[src/rtl/mips_16_wb_trace_buffer.sv]
`timescale 1ns/1ps
// Writeback trace buffer: timestamps every captured register write and queues it
// in a show-ahead FIFO that drains to a consumer over a valid/ready handshake.
module mips_16_wb_trace_buffer #(
    parameter int DEPTH    = 16,
    parameter int TS_WIDTH = 16,
    parameter int DROP_R0  = 1
) (
    input  logic                     clk,
    input  logic                     rst,
    input  logic                     capture_en,
    input  logic                     reg_write_en,
    input  logic [2:0]               reg_write_dest,
    input  logic [15:0]              reg_write_data,
    output logic                     trace_valid,
    input  logic                     trace_ready,
    output logic [TS_WIDTH+18:0]     trace_data,
    output logic [$clog2(DEPTH):0]   fill_level,
    output logic                     overflow,
    output logic [15:0]              drop_count,
    input  logic                     clear_overflow
);

    localparam int AW    = $clog2(DEPTH);
    localparam int CW    = AW + 1;
    localparam int REC_W = TS_WIDTH + 19;

    function automatic logic [15:0] sat_inc16(input logic [15:0] v);
        return (v == 16'hFFFF) ? v : v + 16'd1;
    endfunction

    logic [TS_WIDTH-1:0] ts_q, ts_d;
    logic [AW-1:0]       wr_ptr_q, wr_ptr_d;
    logic [AW-1:0]       rd_ptr_q, rd_ptr_d;
    logic [CW-1:0]       fill_q, fill_d;
    logic                overflow_q, overflow_d;
    logic [15:0]         drop_cnt_q, drop_cnt_d;
    logic [REC_W-1:0]    mem_q [DEPTH];

    logic                push_req;
    logic                full;
    logic                empty;
    logic                pop;
    logic                push;
    logic                drop;
    logic [REC_W-1:0]    rec;

    always_comb begin
        push_req = capture_en & reg_write_en
                   & ~((DROP_R0 != 0) && (reg_write_dest == 3'd0));
        full     = (fill_q == CW'(DEPTH));
        empty    = (fill_q == '0);
        pop      = ~empty & trace_ready;
        // A pop at the same edge frees a slot, so a full FIFO can still accept.
        push     = push_req & (~full | pop);
        drop     = push_req & full & ~pop;
        rec      = {ts_q, reg_write_dest, reg_write_data};
    end

    always_comb begin
        ts_d       = ts_q + TS_WIDTH'(1);
        wr_ptr_d   = wr_ptr_q;
        rd_ptr_d   = rd_ptr_q;
        fill_d     = fill_q;
        overflow_d = overflow_q;
        drop_cnt_d = drop_cnt_q;

        if (push) begin
            wr_ptr_d = wr_ptr_q + AW'(1);
        end
        if (pop) begin
            rd_ptr_d = rd_ptr_q + AW'(1);
        end

        case ({push, pop})
            2'b10:   fill_d = fill_q + CW'(1);
            2'b01:   fill_d = fill_q - CW'(1);
            default: fill_d = fill_q;
        endcase

        // Clear takes priority but a drop in the same cycle is still recorded.
        if (clear_overflow) begin
            overflow_d = drop;
            drop_cnt_d = drop ? 16'd1 : 16'd0;
        end else if (drop) begin
            overflow_d = 1'b1;
            drop_cnt_d = sat_inc16(drop_cnt_q);
        end
    end

    always_ff @(posedge clk or posedge rst) begin
        if (rst) begin
            ts_q       <= '0;
            wr_ptr_q   <= '0;
            rd_ptr_q   <= '0;
            fill_q     <= '0;
            overflow_q <= 1'b0;
            drop_cnt_q <= '0;
        end else begin
            ts_q       <= ts_d;
            wr_ptr_q   <= wr_ptr_d;
            rd_ptr_q   <= rd_ptr_d;
            fill_q     <= fill_d;
            overflow_q <= overflow_d;
            drop_cnt_q <= drop_cnt_d;
        end
    end

    // Storage carries no reset; the head is masked to zero whenever the FIFO is empty.
    always_ff @(posedge clk) begin
        if (push) begin
            mem_q[wr_ptr_q] <= rec;
        end
    end

    always_comb begin
        trace_valid = ~empty;
        trace_data  = empty ? '0 : mem_q[rd_ptr_q];
        fill_level  = fill_q;
        overflow    = overflow_q;
        drop_count  = drop_cnt_q;
    end

endmodule

[config.mk]
export PLATFORM = sky130hd
export DESIGN_NAME = mips_16_wb_trace_buffer
export DESIGN_NICKNAME = d
export VERILOG_FILES = /design/src/rtl/mips_16_wb_trace_buffer.sv
export SDC_FILE = /design/constraint.sdc
export NUM_CORES = 1
export LEC_CHECK = 0
export BUFFER_PORTS_ARGS = -buffer_cell sky130_fd_sc_hd__buf_2
export CAP_MARGIN = 20
export CORE_MARGIN = 5
export CORE_UTILIZATION = 60
export CTS_BUF_LIST = sky130_fd_sc_hd__clkbuf_8
export CTS_CLUSTER_SIZE = 10
export DETAILED_ROUTE_END_ITERATION = 10
export PLACE_DENSITY = 0.8
export RECOVER_POWER = 100
export SLEW_MARGIN = 20
export SYNTH_ARGS = -nofsm -noshare
export SYNTH_HDL_FRONTEND = slang
export SYNTH_SLANG_ARGS = --single-unit
[constraint.sdc]
create_clock -name clk -period 3.2 [get_ports clk]
set_clock_uncertainty 0.2 [all_clocks]
set_input_delay 0.32 -clock clk [delete_from_list [all_inputs] [get_ports clk]]
set_output_delay 0.32 -clock clk [all_outputs]
set_load 0.02 [all_outputs]
-- Word-level counts from Yosys, hierarchy flattened
Memory sizes are Yosys's and may differ from the RTL's.
Index checks and enable logic that the tools add are counted.
- add/subtract/negate cells: 6
- equal/unequal tests: 5
- muxes and demuxes: 10
- bitwise operators: 11
- reduce and logical (&&, ||, !) cells: 5
- operator list (cell ; count):
    two-way mux 16 bit ; 3
    two-way mux 35 bit ; 1
    adder 16 x 1 -> 16 bit (second input constant) ; 2
    equality test 16 bit (second input constant) ; 1
    case mux 5 bit (2 select lines) ; 1
    adder 4 x 1 -> 4 bit (second input constant) ; 2
    bitwise AND 1 bit ; 6
    adder 5 x 1 -> 5 bit (second input constant) ; 1
    equality test 5 bit (second input constant) ; 1
    zero test 5 bit ; 1
    two-way mux 1 bit ; 5
    subtractor 5 x 1 -> 5 bit (second input constant) ; 1
    NOT 1 bit ; 4
    nonzero test 2 bit ; 2
    zero test 3 bit ; 1
    equality test 2 x 1 -> 1 bit (second input constant) ; 1
    equality test 2 bit (second input constant) ; 1
    inequality test 2 bit (second input constant) ; 1
    AND reduction 2 bit ; 1
    OR 1 bit ; 1
- register bits after elaboration: 46
- RAM bits: 560
- memories: 1
- memories (name ; depth ; bits a word ; rd ports ; clocked after Yosys merged registers in ; wr ports ; line ; source):
    mem_q ; 16 ; 35 ; 1 ; 0 ; 1 ; 38 ; logic [REC_W-1:0] mem_q [DEPTH];

-- Longest topological paths before layout
Gate-level depths: netlist of the first run.
- word-level depth: 7
- gate-level depth with buffers: 9
- gate-level depth less buffers: 8

-- Least setup slack after synthesis of the first run
OpenSTA, ideal clock, no wires.
- kind: register to register
- start: reg fill_q[1] (netlist: fill_level[1])
- end: mem mem_q[12][0] in the netlist's numbering (enable)
- setup time: 0.395 ns
- arrival time: 2.221 ns
- required time: 2.605 ns
- slack: 0.384 ns
- cell stages (with the launch flop): 6
- period minus slack after synthesis: 2.816 ns
- cells stage by stage: dfrtp_1 -> buf_2 -> nor4_4 -> a21oi_1 -> clkbuf_1 -> and4_1
- word-level cells in the longest chain between the ends: 7
- elaborated cells on any way between the ends: 9
- classes of those cells: eq/ne: 1; mux: 2; bitwise: 5; reduce/logical: 1
- ends and longest elaborated chain (element ; line ; source):
    from (decl) ; 35 ; logic [CW-1:0] fill_q, fill_d;
    from (signal assigned) ; 103 ; fill_q <= fill_d;
    zero test 5 bit ; 52 ; empty = (fill_q == '0);
    NOT 1 bit ; 53 ; pop = ~empty & trace_ready;
    bitwise AND 1 bit ; 53 ;
    OR 1 bit * ; 55 ; push = push_req & (~full | pop);
    bitwise AND 1 bit * ; 55 ;
    two-way mux 1 bit * ; 111 ; if (push) begin
    two-way mux 1 bit (implied by the code) * ; 112 ; mem_q[wr_ptr_q] <= rec;
    to (decl) ; 38 ;
Mark *: on every way between the ends. The rest lies on a longest branch, timed or not.

-- Final worst setup path of the first run
- start: reg rd_ptr_q[0]
- end: out trace_data[23]
- word-level cells in the longest chain between the ends: 2
- ends and longest elaborated chain (element ; line ; source):
    from (decl) ; 34 ; logic [AW-1:0] rd_ptr_q, rd_ptr_d;
    from (signal assigned) ; 102 ; rd_ptr_q <= rd_ptr_d;
    memory read (16 x 35 bit) ; n/a ;
    two-way mux 35 bit ; 118 ; trace_data = empty ? '0 : mem_q[rd_ptr_q];
    to (decl) ; 17 ; output logic [TS_WIDTH+18:0] trace_data,
No other way between the ends.

==> results of run 1 <==
## what timing repair did
| action | CTS | global route |
|---|---|---|
| hold buffers | 21 | 0 |
| endpoints found under the hold margin | 331 | 0 |
| setup buffers | 12 | 2 |
| gates resized for setup | 16 | 71 |
| endpoints found under the setup margin | 35 | 35 |
| pin swaps | 0 | 0 |
| cloned | 6 | 8 |
## worst min-delay path: cells and delay by family
family / cells / cell delay, ps
compound gates: 2 / 200
xor+xnor: 1 / 130
buf+inv: 1 / 110
mux: 1 / 110
simple gates: 1 / 90
## cell usage after synthesis, types with 6 or more instances
master,count
sky130_fd_sc_hd__edfxtp_1,560
sky130_fd_sc_hd__mux4_2,175
sky130_fd_sc_hd__and2_1,47
sky130_fd_sc_hd__dfrtp_1,46
sky130_fd_sc_hd__xnor2_1,32
sky130_fd_sc_hd__clkbuf_1,27
sky130_fd_sc_hd__nor2_1,23
sky130_fd_sc_hd__nand3_1,18
sky130_fd_sc_hd__nand2_1,13
sky130_fd_sc_hd__buf_2,12
sky130_fd_sc_hd__nor4_1,10
sky130_fd_sc_hd__buf_6,9
sky130_fd_sc_hd__ha_1,9
sky130_fd_sc_hd__xor2_1,8
sky130_fd_sc_hd__nand4_1,7
sky130_fd_sc_hd__and3_1,6
sky130_fd_sc_hd__and4_1,6
sky130_fd_sc_hd__inv_1,6
## how the worst min path moves through the flow
stage,start,to,slack [ps],depth (start not counted)
4_1_cts,reg_write_dest[2],mem_q[12][18]$_DFFE_PP_,10,2
3_3_place_gp,rst,fill_level[2]$_DFFE_PP0P_,230,2
6_report,reg_write_en,fill_level[3]$_DFFE_PP0P_,160,6
3_5_place_dp,rst,fill_level[2]$_DFFE_PP0P_,240,2
2_1_floorplan,reg_write_data[0],mem_q[0][0]$_DFFE_PP_,220,0
5_1_grt,reg_write_en,wr_ptr_q[0]$_DFFE_PP0P_,240,5
## power groups by stage
stage,Clock (W),Combinational (W),Sequential (W)
2_1_floorplan,0,0.00455,0.00933
3_3_place_gp,0,0.00612,0.00951
3_5_place_dp,0,0.00620,0.00954
4_1_cts,0.00581,0.00692,0.00932
5_1_grt,0.00629,0.00806,0.00937
6_report,0.00579,0.00764,0.00934
## metrics by stage
step | total power [W] | TNS [ps]
floorplan | 0.01388 | 0
global placement | 0.01563 | 0
detailed placement | 0.01575 | 0
CTS | 0.02205 | -5614
global route | 0.02371 | -26750
finish | 0.02277 | -4244
## logic make-up (layout without fill, tap and decap cells)
family	after synthesis	after routing	share of synthesized area (%)
AO/OA/AOI/OAI	14	14	0.4022
XOR/XNOR	40	40	1.482
adder cells (fa/ha/maj)	9	9	0.4763
buffers and inverters	57	337	1.254
flip-flops	606	606	75.99
multiplexers	179	179	16.85
AND/OR/NAND/NOR	144	144	3.540
## sequential cells by signal (all words and copies together) (netlist names)
signal and count:
overflow 1, mem_q 560, drop_count 16, wr_ptr_q 4, fill_level 5, rd_ptr_q 4, ts_q 16
## layout make-up
class	instances	share of cell area (%)
clock buffers	94	4.704
clock inverters	69	1.274
inverters	6	0.08189
multi-input cells	386	19.75
flip-flops and latches	606	65.37
well taps	518	2.357
repair buffers	168	6.460
## routing by layer
layer  share of wire, %  up-vias
met1                 37     6207
li1                   -     4812
met4                1.8        0
met5                  0        -
met2                 52      680
met3                9.5       81
==> run_summary.xml, run 1 <==
<?xml version="1.0" encoding="UTF-8"?>
<metrics>
  <group name="outcome">
    <metric name="run_status" unit="">complete, but fails checks</metric>
    <metric name="violations_in_the_final_reports" unit="">setup timing</metric>
  </group>
  <group name="global_route">
    <metric name="grt_pass1_vias" unit="">12271</metric>
    <metric name="antenna_found_initial" unit="">0</metric>
    <metric name="overflow" unit="">0</metric>
    <metric name="groute.layer.met1.usage" unit="%">34.65</metric>
    <metric name="gr-max-usage-layer" unit="">met2</metric>
    <metric name="first_pass_grt_wire_length" unit="mm">78.72</metric>
    <metric name="global_route.usage.met2" unit="%">40.40</metric>
    <metric name="grt_usage" unit="%">24.63</metric>
    <metric name="grt_max_degree" unit="">38</metric>
    <metric name="use_met3" unit="%">5.106</metric>
  </group>
  <group name="timing">
    <metric name="finalHoldWorstSlack" unit="ps">164.4</metric>
    <metric name="rel_slew_slack" unit="%">21.59</metric>
    <metric name="upper_clock_frequency_limit" unit="GHz">0.2944</metric>
    <metric name="finalHoldViolations" unit="">0</metric>
    <metric name="slew_violations" unit="">0</metric>
    <metric name="setup_violations" unit="">35</metric>
    <metric name="timing_worst_slew_pin_value" unit="ps">1175</metric>
    <metric name="final.min_clock_period" unit="ps">3397</metric>
    <metric name="final_period_util" unit="%">106.2</metric>
    <metric name="final_critical_path_setup_slack" unit="ps">-197.3</metric>
    <metric name="grt_setup_unrepaired" unit="">true</metric>
  </group>
  <group name="floorplanning">
    <metric name="dieHeight" unit="um">208.5</metric>
    <metric name="floorplan.core_area" unit="um2">38830</metric>
    <metric name="design.die.area" unit="um2">43480</metric>
    <metric name="initial_core_util" unit="%">60.90</metric>
    <metric name="io_pins" unit="">83</metric>
    <metric name="die-width" unit="um">208.5</metric>
    <metric name="std_cell_rows" unit="">72</metric>
  </group>
  <group name="worst_setup_path">
    <metric name="cell_type_with_the_highest_occurrence_count_on_the_critical_path" unit="">sky130_fd_sc_hd__mux4_2</metric>
    <metric name="critical_path_launch_point_type" unit="">flop</metric>
    <metric name="critPathCaptureType" unit="">primary output</metric>
    <metric name="worst_r2r_endpoint" unit="">drop_count[4]$_DFFE_PP0P_</metric>
    <metric name="worstSetupStartpoint" unit="">rd_ptr_q[0]$_DFFE_PP0P_</metric>
    <metric name="reg2reg_slack" unit="ps">430</metric>
    <metric name="critical_path.n_buffers_inverters" unit="">3</metric>
    <metric name="critPathMaxFanout" unit="">5</metric>
    <metric name="critical_r2r_launch" unit="">fill_level[1]$_DFFE_PP0P_</metric>
    <metric name="cpPeakStageDelay" unit="ps">550</metric>
    <metric name="critPathTopFamily" unit="">multiplexers</metric>
    <metric name="cell_chain_of_the_critical_path" unit="">clkbuf_16 -&gt; buf_4 -&gt; mux4_2 -&gt; mux4_2 -&gt; and2_1 -&gt; buf_2</metric>
    <metric name="critical_path_depth" unit="">6</metric>
    <metric name="critical_path_arrival" unit="ps">2880</metric>
    <metric name="criticalPathCategory" unit="">reg -&gt; out</metric>
    <metric name="worstRegToRegCells" unit="">5</metric>
    <metric name="crit_path_end" unit="">trace_data[23]</metric>
    <metric name="crit_required" unit="ps">2680</metric>
    <metric name="cpMaxStageDelayCell" unit="">sky130_fd_sc_hd__mux4_2</metric>
  </group>
  <group name="job">
    <metric name="drv.max_cap_violation_count" unit="">0</metric>
  </group>
  <group name="placed_design">
    <metric name="postPlaceCellArea" unit="um2">25080</metric>
    <metric name="gp_routability_congestion" unit="">0.7976</metric>
    <metric name="placed_cells_incl_taps" unit="">1639</metric>
    <metric name="place_worst_setup_slack" unit="ps">343.4</metric>
    <metric name="portBuffers" unit="">82</metric>
    <metric name="dp_hpwl" unit="mm">26.44</metric>
  </group>
  <group name="logic_synthesis">
    <metric name="synth_fp_nets" unit="">1083</metric>
    <metric name="syn_inst" unit="">1049</metric>
    <metric name="async_reset_ff_share" unit="%">7.591</metric>
    <metric name="ys_warn_count" unit="">0</metric>
    <metric name="main_flop_type_after_synthesis" unit="">sky130_fd_sc_hd__edfxtp_1</metric>
    <metric name="synth-edff-count" unit="">560</metric>
    <metric name="syn-cell-area" unit="um2">23640</metric>
    <metric name="synth-seq-cells" unit="">606</metric>
    <metric name="netlist.area_leader.share" unit="%">71.12</metric>
    <metric name="synth.area.top_cells" unit="">sky130_fd_sc_hd__edfxtp_1 71%, sky130_fd_sc_hd__mux4_2 17%, sky130_fd_sc_hd__dfrtp_1 4.9%</metric>
    <metric name="synth.lib_cells_used.distinct" unit="">43</metric>
    <metric name="part_of_the_yosys_area_used_for_sequential_elements" unit="%">75.99</metric>
    <metric name="netlist.top_cell.by_area" unit="">sky130_fd_sc_hd__edfxtp_1</metric>
    <metric name="syn-mean-instance-area" unit="um2">22.54</metric>
  </group>
  <group name="final_layout">
    <metric name="layout_commonest_cell" unit="">sky130_fd_sc_hd__edfxtp_1</metric>
    <metric name="num-fill-cells" unit="">2169</metric>
    <metric name="final_design_instance_area_without_fill" unit="um2">27500</metric>
    <metric name="final_cell_mix" unit="">560 x sky130_fd_sc_hd__edfxtp_1, 175 x sky130_fd_sc_hd__mux4_2, 94 x sky130_fd_sc_hd__clkbuf_8</metric>
    <metric name="layout.cells.non_filler" unit="">1847</metric>
    <metric name="combined_area_of_the_multi_input_logic_cells" unit="um2">5433</metric>
    <metric name="flow.area_growth_from_synthesis" unit="%">16.31</metric>
    <metric name="nets" unit="">1294</metric>
    <metric name="layout-drive-gt1-share" unit="%">32.81</metric>
    <metric name="sequential_cell_area" unit="um2">17980</metric>
    <metric name="finish.utilization" unit="%">70.83</metric>
    <metric name="ant_cells" unit="">0</metric>
  </group>
  <group name="routing">
    <metric name="vias" unit="">11780</metric>
    <metric name="wl" unit="mm">53.97</metric>
    <metric name="drt_first_pass_iters" unit="">5</metric>
    <metric name="viasPerCell" unit="">6.378</metric>
    <metric name="remaining_drc_errors" unit="">0</metric>
    <metric name="ant_nets" unit="">0</metric>
    <metric name="first_iter_violations" unit="">1358</metric>
    <metric name="wl_per_cell" unit="um">29.22</metric>
  </group>
  <group name="cts">
    <metric name="cts_max_path_buffers" unit="">3</metric>
    <metric name="insertion_delay" unit="ps">640</metric>
    <metric name="clock_transition_at_path_regs" unit="ps">70</metric>
    <metric name="tritoncts.num_buffers" unit="">92</metric>
    <metric name="cts_root_buf" unit="">sky130_fd_sc_hd__clkbuf_8</metric>
    <metric name="number_of_clock_sinks" unit="">606</metric>
    <metric name="tritoncts" unit="">done</metric>
    <metric name="ctsHtreeMaxLevel" unit="">3</metric>
  </group>
  <group name="min_path">
    <metric name="worst_hold_path_type" unit="">in -&gt; reg</metric>
  </group>
  <group name="power">
    <metric name="sw_frac_of_total" unit="%">29.40</metric>
    <metric name="seq_power_share" unit="%">41.0</metric>
    <metric name="vdd_drop_max" unit="mV">0.4537</metric>
    <metric name="power_report.internal_total" unit="W">0.01607</metric>
    <metric name="share_comb_of_total_power" unit="%">33.6</metric>
    <metric name="total_leakage_power" unit="nW">9.074</metric>
    <metric name="netSwitchingPower" unit="W">0.006693</metric>
    <metric name="power-per-cell-area" unit="nW/um2">827.8</metric>
    <metric name="clock_power_share" unit="%">25.4</metric>
  </group>
</metrics>
Note: power is estimated with default switching activity, not from simulation.
==> run 2: changes to the inputs <==
--- a/config.mk
+++ b/config.mk
@@ -5,14 +5,14 @@
 export SDC_FILE = /design/constraint.sdc
 export NUM_CORES = 1
 export LEC_CHECK = 0
-export BUFFER_PORTS_ARGS = -buffer_cell sky130_fd_sc_hd__buf_2
 export CAP_MARGIN = 20
 export CORE_MARGIN = 5
 export CORE_UTILIZATION = 60
 export CTS_BUF_LIST = sky130_fd_sc_hd__clkbuf_8
 export CTS_CLUSTER_SIZE = 10
 export DETAILED_ROUTE_END_ITERATION = 10
-export PLACE_DENSITY = 0.8
+export DONT_BUFFER_PORTS = 1
+export PLACE_DENSITY = 0.78
 export RECOVER_POWER = 100
 export SLEW_MARGIN = 20
 export SYNTH_ARGS = -nofsm -noshare
==> constraint.sdc (replaced) <==
create_clock -name clk -period 3.2 [get_ports clk]
set_clock_uncertainty 0.2 [all_clocks]
set_input_delay 0.8 -clock clk [delete_from_list [all_inputs] [get_ports clk]]
set_output_delay 0.8 -clock clk [all_outputs]
set_load 0.02 [all_outputs]
==> run_summary.xml, run 2 (synthesis results as in run 1) <==
<?xml version="1.0" encoding="UTF-8"?>
<metrics>
  <group name="outcome">
    <metric name="run_status" unit="">complete, but fails checks</metric>
    <metric name="violations_in_the_final_reports" unit="">setup timing</metric>
  </group>
  <group name="power">
    <metric name="vdd_drop_max" unit="mV">0.4130</metric>
    <metric name="netSwitchingPower" unit="W">0.006325</metric>
    <metric name="sw_frac_of_total" unit="%">28.65</metric>
    <metric name="power-per-cell-area" unit="nW/um2">824.6</metric>
    <metric name="share_comb_of_total_power" unit="%">29.7</metric>
    <metric name="power_report.internal_total" unit="W">0.01575</metric>
    <metric name="clock_power_share" unit="%">28.1</metric>
    <metric name="total_leakage_power" unit="nW">8.761</metric>
    <metric name="seq_power_share" unit="%">42.2</metric>
  </group>
  <group name="min_path">
    <metric name="min-delay-start" unit="">clear_overflow</metric>
    <metric name="worst_hold_path_type" unit="">in -&gt; reg</metric>
  </group>
  <group name="worst_setup_path">
    <metric name="critical_path_launch_point_type" unit="">flop</metric>
    <metric name="critPathMaxFanout" unit="">6</metric>
    <metric name="critical_r2r_launch" unit="">fill_level[1]$_DFFE_PP0P_</metric>
    <metric name="critical_path_depth" unit="">5</metric>
    <metric name="cell_type_with_the_highest_occurrence_count_on_the_critical_path" unit="">sky130_fd_sc_hd__mux4_2</metric>
    <metric name="cell_chain_of_the_critical_path" unit="">buf_4 -&gt; buf_6 -&gt; mux4_2 -&gt; mux4_2 -&gt; and2_1</metric>
    <metric name="critical_path_arrival" unit="ps">2850</metric>
    <metric name="worst_r2r_endpoint" unit="">mem_q[2][3]$_DFFE_PP_</metric>
    <metric name="critPathTopFamily" unit="">multiplexers</metric>
    <metric name="critPathCaptureType" unit="">primary output</metric>
    <metric name="worstSetupStartpoint" unit="">rd_ptr_q[0]$_DFFE_PP0P_</metric>
    <metric name="crit_path_end" unit="">trace_data[20]</metric>
    <metric name="cpPeakStageDelay" unit="ps">550</metric>
    <metric name="reg2reg_slack" unit="ps">150</metric>
    <metric name="critical_path.n_buffers_inverters" unit="">2</metric>
    <metric name="criticalPathCategory" unit="">reg -&gt; out</metric>
    <metric name="cpMaxStageDelayCell" unit="">sky130_fd_sc_hd__mux4_2</metric>
    <metric name="worstRegToRegCells" unit="">5</metric>
    <metric name="crit_required" unit="ps">2200</metric>
  </group>
  <group name="routing">
    <metric name="first_iter_violations" unit="">1200</metric>
    <metric name="vias" unit="">11292</metric>
    <metric name="wl_per_cell" unit="um">29.12</metric>
    <metric name="ant_nets" unit="">0</metric>
    <metric name="wl" unit="mm">51.43</metric>
    <metric name="remaining_drc_errors" unit="">0</metric>
    <metric name="drt_first_pass_iters" unit="">5</metric>
    <metric name="viasPerCell" unit="">6.394</metric>
  </group>
  <group name="placed_design">
    <metric name="placed_cells_incl_taps" unit="">1573</metric>
    <metric name="dp_hpwl" unit="mm">27.09</metric>
    <metric name="portBuffers" unit="">0</metric>
    <metric name="postPlaceCellArea" unit="um2">25030</metric>
    <metric name="gp_routability_congestion" unit="">0.7924</metric>
  </group>
  <group name="floorplanning">
    <metric name="die-width" unit="um">208.5</metric>
    <metric name="design.die.area" unit="um2">43480</metric>
    <metric name="initial_core_util" unit="%">60.90</metric>
    <metric name="floorplan.core_area" unit="um2">38830</metric>
    <metric name="io_pins" unit="">83</metric>
    <metric name="dieHeight" unit="um">208.5</metric>
    <metric name="std_cell_rows" unit="">72</metric>
  </group>
  <group name="timing">
    <metric name="rel_slew_slack" unit="%">12.20</metric>
    <metric name="setup_violations" unit="">35</metric>
    <metric name="grt_setup_unrepaired" unit="">true</metric>
    <metric name="final.min_clock_period" unit="ps">3849</metric>
    <metric name="final_critical_path_setup_slack" unit="ps">-648.9</metric>
    <metric name="finalHoldWorstSlack" unit="ps">38.45</metric>
    <metric name="final_period_util" unit="%">120.3</metric>
    <metric name="slew_violations" unit="">0</metric>
    <metric name="upper_clock_frequency_limit" unit="GHz">0.2598</metric>
    <metric name="finalHoldViolations" unit="">0</metric>
    <metric name="timing_worst_slew_pin_value" unit="ps">1315</metric>
  </group>
  <group name="final_layout">
    <metric name="layout-drive-gt1-share" unit="%">31.81</metric>
    <metric name="ant_cells" unit="">0</metric>
    <metric name="nets" unit="">1209</metric>
    <metric name="final_design_instance_area_without_fill" unit="um2">26770</metric>
    <metric name="largest_register" unit="">mem_q</metric>
    <metric name="flow.area_growth_from_synthesis" unit="%">13.23</metric>
    <metric name="finish.utilization" unit="%">68.95</metric>
    <metric name="layout_commonest_cell" unit="">sky130_fd_sc_hd__edfxtp_1</metric>
    <metric name="largest_register_ff_count" unit="">560</metric>
    <metric name="layout.cells.non_filler" unit="">1766</metric>
    <metric name="final_cell_mix" unit="">560 x sky130_fd_sc_hd__edfxtp_1, 175 x sky130_fd_sc_hd__mux4_2, 103 x sky130_fd_sc_hd__clkbuf_8</metric>
  </group>
  <group name="cts">
    <metric name="tritoncts.num_buffers" unit="">92</metric>
    <metric name="clock_transition_at_path_regs" unit="ps">60</metric>
    <metric name="cts_max_path_buffers" unit="">3</metric>
    <metric name="tritoncts" unit="">done</metric>
    <metric name="number_of_clock_sinks" unit="">606</metric>
    <metric name="insertion_delay" unit="ps">650</metric>
    <metric name="ctsHtreeMaxLevel" unit="">3</metric>
    <metric name="cts_root_buf" unit="">sky130_fd_sc_hd__clkbuf_8</metric>
  </group>
  <group name="global_route">
    <metric name="grt_usage" unit="%">22.81</metric>
    <metric name="first_pass_grt_wire_length" unit="mm">73.38</metric>
    <metric name="antenna_found_initial" unit="">0</metric>
    <metric name="grt_pass1_vias" unit="">11572</metric>
    <metric name="grt_max_degree" unit="">36</metric>
    <metric name="overflow" unit="">0</metric>
  </group>
  <group name="job">
    <metric name="drv.max_cap_violation_count" unit="">0</metric>
  </group>
</metrics>
run 2: worst min-delay path by stage:
stage / endpoint / slack (ps) / cells after the start
floorplan: wr_ptr_q[3]$_DFFE_PP0P_ / 330 / 1
global placement: rd_ptr_q[3]$_DFFE_PP0P_ / 350 / 1
detailed placement: rd_ptr_q[3]$_DFFE_PP0P_ / 360 / 1
CTS: drop_count[4]$_DFFE_PP0P_ / 2 / 1
global route: drop_count[4]$_DFFE_PP0P_ / 2 / 1
finish: drop_count[4]$_DFFE_PP0P_ / 40 / 1
run 2: area by class of cell:
type / count / area (um2)
sequential: 606 / 17980
fill: 2219 / 12060
multi-input combinational: 386 / 5400
clock buffer: 103 / 1418
timing repair buffer: 83 / 908.4
tap: 518 / 648.1
clock inverter: 64 / 395.4
inverter: 6 / 22.52
run 2: metrics by stage:
step                worst slack (ps)  TNS, ps  total power (W)
finish                        -648.9   -18660          0.02208
global route                  -699.8   -21070          0.02300
CTS                           -609.2   -19220          0.02178
detailed placement             45.98        0          0.01550
global placement               76.30        0          0.01541
floorplan                      115.4        0          0.01388
run 2: power groups by stage:
stage | Combinational (W) | Sequential, W | Clock [W]
2_1_floorplan | 0.00455 | 0.00933 | 0
3_3_place_gp | 0.00592 | 0.00948 | 0
3_5_place_dp | 0.00599 | 0.00952 | 0
4_1_cts | 0.00615 | 0.00935 | 0.00627
5_1_grt | 0.00695 | 0.00934 | 0.00671
6_report | 0.00657 | 0.00931 | 0.00620
run 2: metal layers:
metal  share of wire, %  GRT usage (%)  vias to the layer above
met2                 51          37.16                      598
li1                   -              -                     4655
met4                1.8          5.617                        0
met5                  0              0                        -
met1                 37          32.39                     5967
met3                9.5          5.076                       72
run 2: repair_timing:
item / in CTS / in global routing
hold buffers: 2 / 0
gates resized for setup: 6 / 27
setup endpoints to repair: 35 / 35
cloned: 0 / 5
hold endpoints to repair: 42 / 0
buffers inserted: 9 / 10
run 2: worst register-to-register path: stages (launching register included):
cell and delay (ps):
sky130_fd_sc_hd__dfrtp_1 590, sky130_fd_sc_hd__nor4_1 170, sky130_fd_sc_hd__a21oi_1 370, sky130_fd_sc_hd__nor3b_1 420
sky130_fd_sc_hd__and2_0 280, sky130_fd_sc_hd__clkbuf_2 630
